### src/rtl/mmss_timer_periph.sv
// mm:ss timer peripheral: memory-mapped CTRL/COUNT/STATUS registers, a
// one-second prescaler, a BCD up/down counter with wrap detection, and
// two synchronised, debounced control pins.
module mmss_timer_periph #(
    parameter int CLK_HZ          = 16000000,
    parameter int DEBOUNCE_CYCLES = 16000
) (
    input  logic        clk,
    input  logic        resetn,
    input  logic        iomem_valid,
    output logic        iomem_ready,
    input  logic [3:0]  iomem_wstrb,
    input  logic [31:0] iomem_addr,
    input  logic [31:0] iomem_wdata,
    output logic [31:0] iomem_rdata,
    input  logic        up_down_in,
    input  logic        start_stop_in,
    output logic [15:0] disp_value,
    output logic        colon,
    output logic        wrap_pulse
);

    localparam int PW = (CLK_HZ > 1) ? $clog2(CLK_HZ) : 1;
    localparam int DW = $clog2(DEBOUNCE_CYCLES + 1);
    localparam logic [PW-1:0] PRESC_LAST = PW'(CLK_HZ - 1);
    localparam logic [PW-1:0] PRESC_HALF = PW'(CLK_HZ / 2);
    localparam logic [DW-1:0] DB_LAST    = DW'(DEBOUNCE_CYCLES - 1);

    // ------------------------------------------------------------------
    // Pin conditioning: bit 0 = up/down, bit 1 = start/stop
    // ------------------------------------------------------------------
    logic [1:0] pin_raw;
    logic [1:0] pin_db;

    assign pin_raw = {start_stop_in, up_down_in};

    genvar gi;
    generate
        for (gi = 0; gi < 2; gi++) begin : g_pin
            logic          sync1_q;
            logic          sync2_q;
            logic          db_q;
            logic          db_d;
            logic [DW-1:0] stab_q;
            logic [DW-1:0] stab_d;

            // Two-flop synchroniser for the asynchronous raw pin
            always_ff @(posedge clk) begin
                if (!resetn) begin
                    sync1_q <= 1'b0;
                    sync2_q <= 1'b0;
                end else begin
                    sync1_q <= pin_raw[gi];
                    sync2_q <= sync1_q;
                end
            end

            // Accept a change only after it has persisted; any reversion restarts the count
            always_comb begin
                db_d   = db_q;
                stab_d = '0;
                if (sync2_q != db_q) begin
                    if (stab_q == DB_LAST) begin
                        db_d = sync2_q;
                    end else begin
                        stab_d = stab_q + 1'b1;
                    end
                end
            end

            // Debounced value and stability counter registers
            always_ff @(posedge clk) begin
                if (!resetn) begin
                    db_q   <= 1'b0;
                    stab_q <= '0;
                end else begin
                    db_q   <= db_d;
                    stab_q <= stab_d;
                end
            end

            assign pin_db[gi] = db_q;
        end
    endgenerate

    // ------------------------------------------------------------------
    // State
    // ------------------------------------------------------------------
    logic          ready_q;
    logic [31:0]   rdata_q, rdata_d;
    logic [2:0]    ctrl_q, ctrl_d;          // {src, sw_up, sw_run}
    logic [15:0]   count_q, count_d;        // BCD {M1,M0,S1,S0}
    logic          wrap_q, wrap_d;          // sticky STATUS.wrap
    logic          load_err_q, load_err_d;  // sticky STATUS.load_err
    logic          wrap_pulse_q, wrap_pulse_d;
    logic [PW-1:0] presc_q, presc_d;

    logic          running;
    logic          up;
    logic          tick;

    assign running = ctrl_q[2] ? ctrl_q[0] : pin_db[1];
    assign up      = ctrl_q[2] ? ctrl_q[1] : pin_db[0];
    assign tick    = running && (presc_q == PRESC_LAST);

    // ------------------------------------------------------------------
    // Bus decode
    // ------------------------------------------------------------------
    logic        sel;
    logic        wr_en;
    logic [1:0]  word;
    logic [15:0] count_merged;
    logic        count_merged_ok;
    logic        count_wr;
    logic        count_load;
    logic        load_err_set;
    logic        status_clr;

    assign sel   = iomem_valid && !ready_q && (iomem_addr[31:24] == 8'h04);
    assign word  = iomem_addr[3:2];
    assign wr_en = sel && (iomem_wstrb != 4'b0000);

    // COUNT only lives in the low two bytes; upper-byte-only writes are no-ops
    assign count_merged = {iomem_wstrb[1] ? iomem_wdata[15:8] : count_q[15:8],
                           iomem_wstrb[0] ? iomem_wdata[7:0]  : count_q[7:0]};
    assign count_merged_ok = (count_merged[15:12] <= 4'd9) && (count_merged[11:8] <= 4'd9) &&
                             (count_merged[7:4]   <= 4'd5) && (count_merged[3:0]  <= 4'd9);
    assign count_wr     = wr_en && (word == 2'd1) && (iomem_wstrb[1:0] != 2'b00);
    assign count_load   = count_wr && count_merged_ok;
    assign load_err_set = count_wr && !count_merged_ok;
    assign status_clr   = wr_en && (word == 2'd2) && iomem_wstrb[0];

    // ------------------------------------------------------------------
    // BCD step: one second forward or backward, flagging 99:59 <-> 00:00
    // ------------------------------------------------------------------
    logic [15:0] count_step;
    logic        count_step_wrap;

    // Ripple carry/borrow through the four BCD digits
    always_comb begin
        count_step      = count_q;
        count_step_wrap = 1'b0;
        if (up) begin
            if (count_q[3:0] != 4'd9) begin
                count_step[3:0] = count_q[3:0] + 4'd1;
            end else begin
                count_step[3:0] = 4'd0;
                if (count_q[7:4] != 4'd5) begin
                    count_step[7:4] = count_q[7:4] + 4'd1;
                end else begin
                    count_step[7:4] = 4'd0;
                    if (count_q[11:8] != 4'd9) begin
                        count_step[11:8] = count_q[11:8] + 4'd1;
                    end else begin
                        count_step[11:8] = 4'd0;
                        if (count_q[15:12] != 4'd9) begin
                            count_step[15:12] = count_q[15:12] + 4'd1;
                        end else begin
                            count_step[15:12] = 4'd0;
                            count_step_wrap   = 1'b1;
                        end
                    end
                end
            end
        end else begin
            if (count_q[3:0] != 4'd0) begin
                count_step[3:0] = count_q[3:0] - 4'd1;
            end else begin
                count_step[3:0] = 4'd9;
                if (count_q[7:4] != 4'd0) begin
                    count_step[7:4] = count_q[7:4] - 4'd1;
                end else begin
                    count_step[7:4] = 4'd5;
                    if (count_q[11:8] != 4'd0) begin
                        count_step[11:8] = count_q[11:8] - 4'd1;
                    end else begin
                        count_step[11:8] = 4'd9;
                        if (count_q[15:12] != 4'd0) begin
                            count_step[15:12] = count_q[15:12] - 4'd1;
                        end else begin
                            count_step[15:12] = 4'd9;
                            count_step_wrap   = 1'b1;
                        end
                    end
                end
            end
        end
    end

    // ------------------------------------------------------------------
    // Next-state logic
    // ------------------------------------------------------------------
    logic [31:0] read_mux;

    // Register writes, prescaler, count update and read-data selection
    always_comb begin
        ctrl_d = ctrl_q;
        if (wr_en && (word == 2'd0) && iomem_wstrb[0]) begin
            ctrl_d = iomem_wdata[2:0];
        end

        // A tick either wraps the prescaler back to 0 or, when it collides with
        // a COUNT load, is dropped; either way the next second starts from 0.
        if (!running || tick) begin
            presc_d = '0;
        end else begin
            presc_d = presc_q + 1'b1;
        end

        if (count_load) begin
            count_d = count_merged;
        end else if (tick) begin
            count_d = count_step;
        end else begin
            count_d = count_q;
        end

        wrap_pulse_d = tick && !count_load && count_step_wrap;
        // Setting a sticky bit takes priority over clearing it in the same cycle
        wrap_d       = wrap_pulse_d || (wrap_q && !(status_clr && iomem_wdata[2]));
        load_err_d   = load_err_set || (load_err_q && !(status_clr && iomem_wdata[3]));

        case (word)
            2'd0:    read_mux = {29'd0, ctrl_q};
            2'd1:    read_mux = {16'd0, count_q};
            2'd2:    read_mux = {28'd0, load_err_q, wrap_q, up, running};
            default: read_mux = 32'd0;
        endcase
        rdata_d = sel ? read_mux : 32'd0;
    end

    // State registers
    always_ff @(posedge clk) begin
        if (!resetn) begin
            ready_q      <= 1'b0;
            rdata_q      <= 32'd0;
            ctrl_q       <= 3'd0;
            count_q      <= 16'h0000;
            wrap_q       <= 1'b0;
            load_err_q   <= 1'b0;
            wrap_pulse_q <= 1'b0;
            presc_q      <= '0;
        end else begin
            ready_q      <= sel;
            rdata_q      <= rdata_d;
            ctrl_q       <= ctrl_d;
            count_q      <= count_d;
            wrap_q       <= wrap_d;
            load_err_q   <= load_err_d;
            wrap_pulse_q <= wrap_pulse_d;
            presc_q      <= presc_d;
        end
    end

    // Address and data bits outside the decoded fields are intentionally ignored
    logic unused_bits;
    assign unused_bits = ^{iomem_addr[23:4], iomem_addr[1:0], iomem_wdata[31:16]};

    assign iomem_ready = ready_q;
    assign iomem_rdata = rdata_q;
    assign disp_value  = count_q;
    assign wrap_pulse  = wrap_pulse_q;
    assign colon       = !running || (presc_q < PRESC_HALF);

endmodule

### config.mk
export PLATFORM = sky130hd
export DESIGN_NAME = mmss_timer_periph
export DESIGN_NICKNAME = d
export VERILOG_FILES = /design/src/rtl/mmss_timer_periph.sv
export SDC_FILE = /design/constraint.sdc
export NUM_CORES = 1
export LEC_CHECK = 0
export CAP_MARGIN = 20
export CORE_UTILIZATION = 54
export DETAILED_ROUTE_END_ITERATION = 10
export PLACE_DENSITY = 0.84
export SLEW_MARGIN = 0
export SYNTH_ARGS = -nofsm -noshare
export SYNTH_HDL_FRONTEND = slang
export SYNTH_SLANG_ARGS = --single-unit
export TNS_END_PERCENT = 5
### constraint.sdc
create_clock -name clk -period 5.3 [get_ports clk]
set_input_delay 0.795 -clock clk [delete_from_list [all_inputs] [get_ports clk]]
set_output_delay 0.795 -clock clk [all_outputs]
set_load 0.01 [all_outputs]
==> results.toml <==
[status]
outcome = "complete, no violations"

[floorplanning]
coreArea_sq_um = 9330
die_w_um = 100
num_rows = 35
fp.dieArea_sq_um = 10100
num_io_pins = 124
die_h_um = 100
start_util_pct = 56.1

[cts]
cts_sinks = 97
cts_resized = 0
cts_buffer_depth = 2
h-tree-depth = 3
postCtsHoldBufs = 0
cts_tree = "done"
clk_pin_slew_ps = 110
cts_setup_buffers = 0
clock_latency_ps = 370
cts_root_buf = "clkbuf_8"
cts_buffers = 9

[synthesis]
synthSimpleGateAreaFrac_pct = 29.2
ys.flop_type = "dfxtp_1"
synth_top_family_by_area = "simple AND/OR/NAND/NOR gates"
postSynth.asyncResetShare_pct = 0
synthMuxAreaShare_pct = 3.73
synth.avg_cell_area_sq_um = 8.32
synth-edff-count = 0
synth_warnings = 0
synth_area_sq_um = 5240
synthAdderAreaFrac_pct = 0.717
synth_seq_cells = 97
synth-xor-area-share_pct = 8.70
synth_compound_area_share_pct = 12.9
synth_cells = 629
synth_cell_type_count = 68
ys_seq_area_share_pct = 37.1

[grt]
grt_pass1_wl_um = 19800
grt_max_degree = 26
overflow = 0
grt_pass1_vias = 4374
grt_antenna_before_repair = 0
grtUsageTotal_pct = 24.4

[power]
peakVddDrop_v = 0.000185
powerDensity_nw_per_um2 = 217
leakagePower_nw = 2.05

[timing]
tightestPinTransition_ps = 828
maxSlewHeadroom_pct = 44.7
slew_viol_final = 0
rsz0062_at_grt = "false"
final_hold_viol_count = 0
timing.final.ws_setup_ps = 1790
finalSetupViolCount = 0
hold_ws_ps = 455
tns_ps = 0
min_period_ps = 3510
finalCritPeriodShare_pct = 66.2
skew_ps = 11.5
fmax_ghz = 0.285

[worst_setup_path]
worstPathArrival_ps = 3780
startpoint_type = "input pin"
critPathKind = "input pin to flip-flop"
endpoint_kind = "flip-flop"
critPathRequiredTime_ps = 5570
cp_max_fo = 25

[placement]
dpl-instance-area_sq_um = 5800
hpwlAfterDp_um = 8480
io_buffer_count = 67
pre_cts_slack_ps = 1480
gp_congestion = 0.932

[route]
num_vias = 4644
drt-initial-drc-count = 313
first_pass_iters = 5
postRouteAntennaNets = 0
top_layer = "met4"
routed_wl_um = 12000
post_drt_wl_per_cell_um = 14.8
drc_errors = 0
met1_length_um = 5020
wl_met2_um = 5970
vias_per_cell = 5.75
met3_length_um = 767

[cells_and_area]
postLayoutCellArea_sq_um = 6010
drive_gt1_share_pct = 6.05
syn_to_final_growth_pct = 14.8
diodes = 0
fin_nets = 749
finish.utilization_pct = 64.4

[hold_path]
hp-class = "flip-flop to flip-flop"

[run]
cap_violations = 0
-- area by class of cell --
| class | instances | area [sq um] |
|---|---|---|
| fill | 808 | 3320 |
| clock inverter | 7 | 85.1 |
| timing repair buffer | 70 | 693 |
| inverter | 13 | 48.8 |
| sequential | 97 | 1940 |
| multi-input combinational | 482 | 2950 |
| clock buffer | 9 | 124 |
| tap | 129 | 161 |
-- metrics by stage --
stage               instances  power, W
finish                    807   0.00130
CTS                       807   0.00132
global route              807   0.00135
detailed placement        791  0.000811
floorplan                 644  0.000787
global placement          791  0.000810
-- metal layers --
| layer | GRT usage [%] | vias to the layer above |
|---|---|---|
| met1 | 28.7 | 2184 |
| met5 | 0 | - |
| met3 | 5.76 | 19 |
| li1 | - | 2272 |
| met4 | 7.69 | 0 |
| met2 | 43.8 | 169 |
-- cell usage after synthesis, types with 3 or more instances --
master / n / area [sq um]
o211ai_1: 4 / 30.0
and4_1: 7 / 61.3
o21ai_0: 20 / 100
nand3b_1: 3 / 22.5
buf_4: 20 / 150
nor2_1: 99 / 372
clkbuf_1: 20 / 75.1
nor4bb_1: 4 / 40.0
ha_1: 3 / 37.5
or3_1: 8 / 50.1
mux2i_1: 15 / 150
nor4_1: 8 / 50.1
nor3_1: 12 / 60.1
a21oi_1: 26 / 130
buf_6: 5 / 56.3
mux2_2: 4 / 45.0
nor2b_1: 7 / 43.8
inv_1: 12 / 45.0
clkbuf_8: 4 / 55.1
o211a_1: 4 / 40.0
and3_1: 9 / 56.3
and4b_1: 3 / 30.0
and2_1: 18 / 113
nand4_1: 14 / 87.6
a31oi_1: 6 / 37.5
dfxtp_1: 97 / 1940
xor2_1: 26 / 228
o22ai_1: 6 / 37.5
a211oi_1: 9 / 67.6
nand2_1: 45 / 169
xnor2_1: 26 / 228
nand3_1: 37 / 185
-- kinds of logic after synthesis --
| family | count (synthesis) |
|---|---|
| AO/OA/AOI/OAI | 98 |
| XOR/XNOR | 52 |
| adder cells (fa/ha/maj) | 3 |
| buffers and inverters | 65 |
| flip-flops | 97 |
| multiplexers | 19 |
| other | 1 |
| AND/OR/NAND/NOR | 294 |
-- critical path: stages --
cell and delay, ps:
clkdlybuf4s50_1 760, a211oi_1 360, a21oi_1 120, or4_4 640
nor2_4 480, mux2_2 400, a211oi_1 220
-- flip-flops by register name, summed over array words and instances, names as in the netlist --
name / flops
disp_value: 16
wrap_q: 1
g_pin.stab_q: 28
g_pin.sync2_q: 2
load_err_q: 1
iomem_rdata: 16
ctrl_q: 3
g_pin.sync1_q: 2
g_pin.db_q: 2
iomem_ready: 1
presc_q: 24
wrap_pulse: 1
-- power by group --
part / internal, W / switching [W]
Combinational: 0.0000309 / 0.0000327
Clock: 0.000227 / 0.000282
Sequential: 0.000730 / 0.00000105
-- placed cells by master (no fill, tap or decap), types with 3 or more instances in the layout --
cell	synthesis	routed
nor2_1	99	99
dfxtp_1	97	97
clkdlybuf4s50_1	0	67
nand2_1	45	45
nand3_1	37	37
a21oi_1	26	26
xor2_1	26	26
xnor2_1	26	26
o21ai_0	20	20
and2_1	18	18
conb_1	1	16
nand4_1	14	14
mux2i_1	15	14
nor3_1	12	12
inv_1	12	12
a211oi_1	9	9
and3_1	9	9
clkbuf_8	4	9
nor4_1	8	8
or3_1	8	8
nor2b_1	7	7
and4_1	7	7
o22ai_1	6	6
a31oi_1	6	6
mux2_2	4	4
nor4bb_1	4	4
o211ai_1	4	4
o211a_1	4	4
nand3b_1	3	3
and4b_1	3	3
ha_1	3	3
buf_4	20	3
-- worst paths after layout --
check	cells past startpoint	slack (ps)	from	to
max	7	1790	iomem_wstrb[0]	disp_value[5]
min reg2reg	1	460	g_pin[1].stab_q[0]	g_pin[1].stab_q[0]
min	1	460	g_pin[1].stab_q[0]	g_pin[1].stab_q[0]
max reg2reg	6	2650	disp_value[5]	disp_value[5]
No activity file was read; power rests on OpenSTA's default activity.
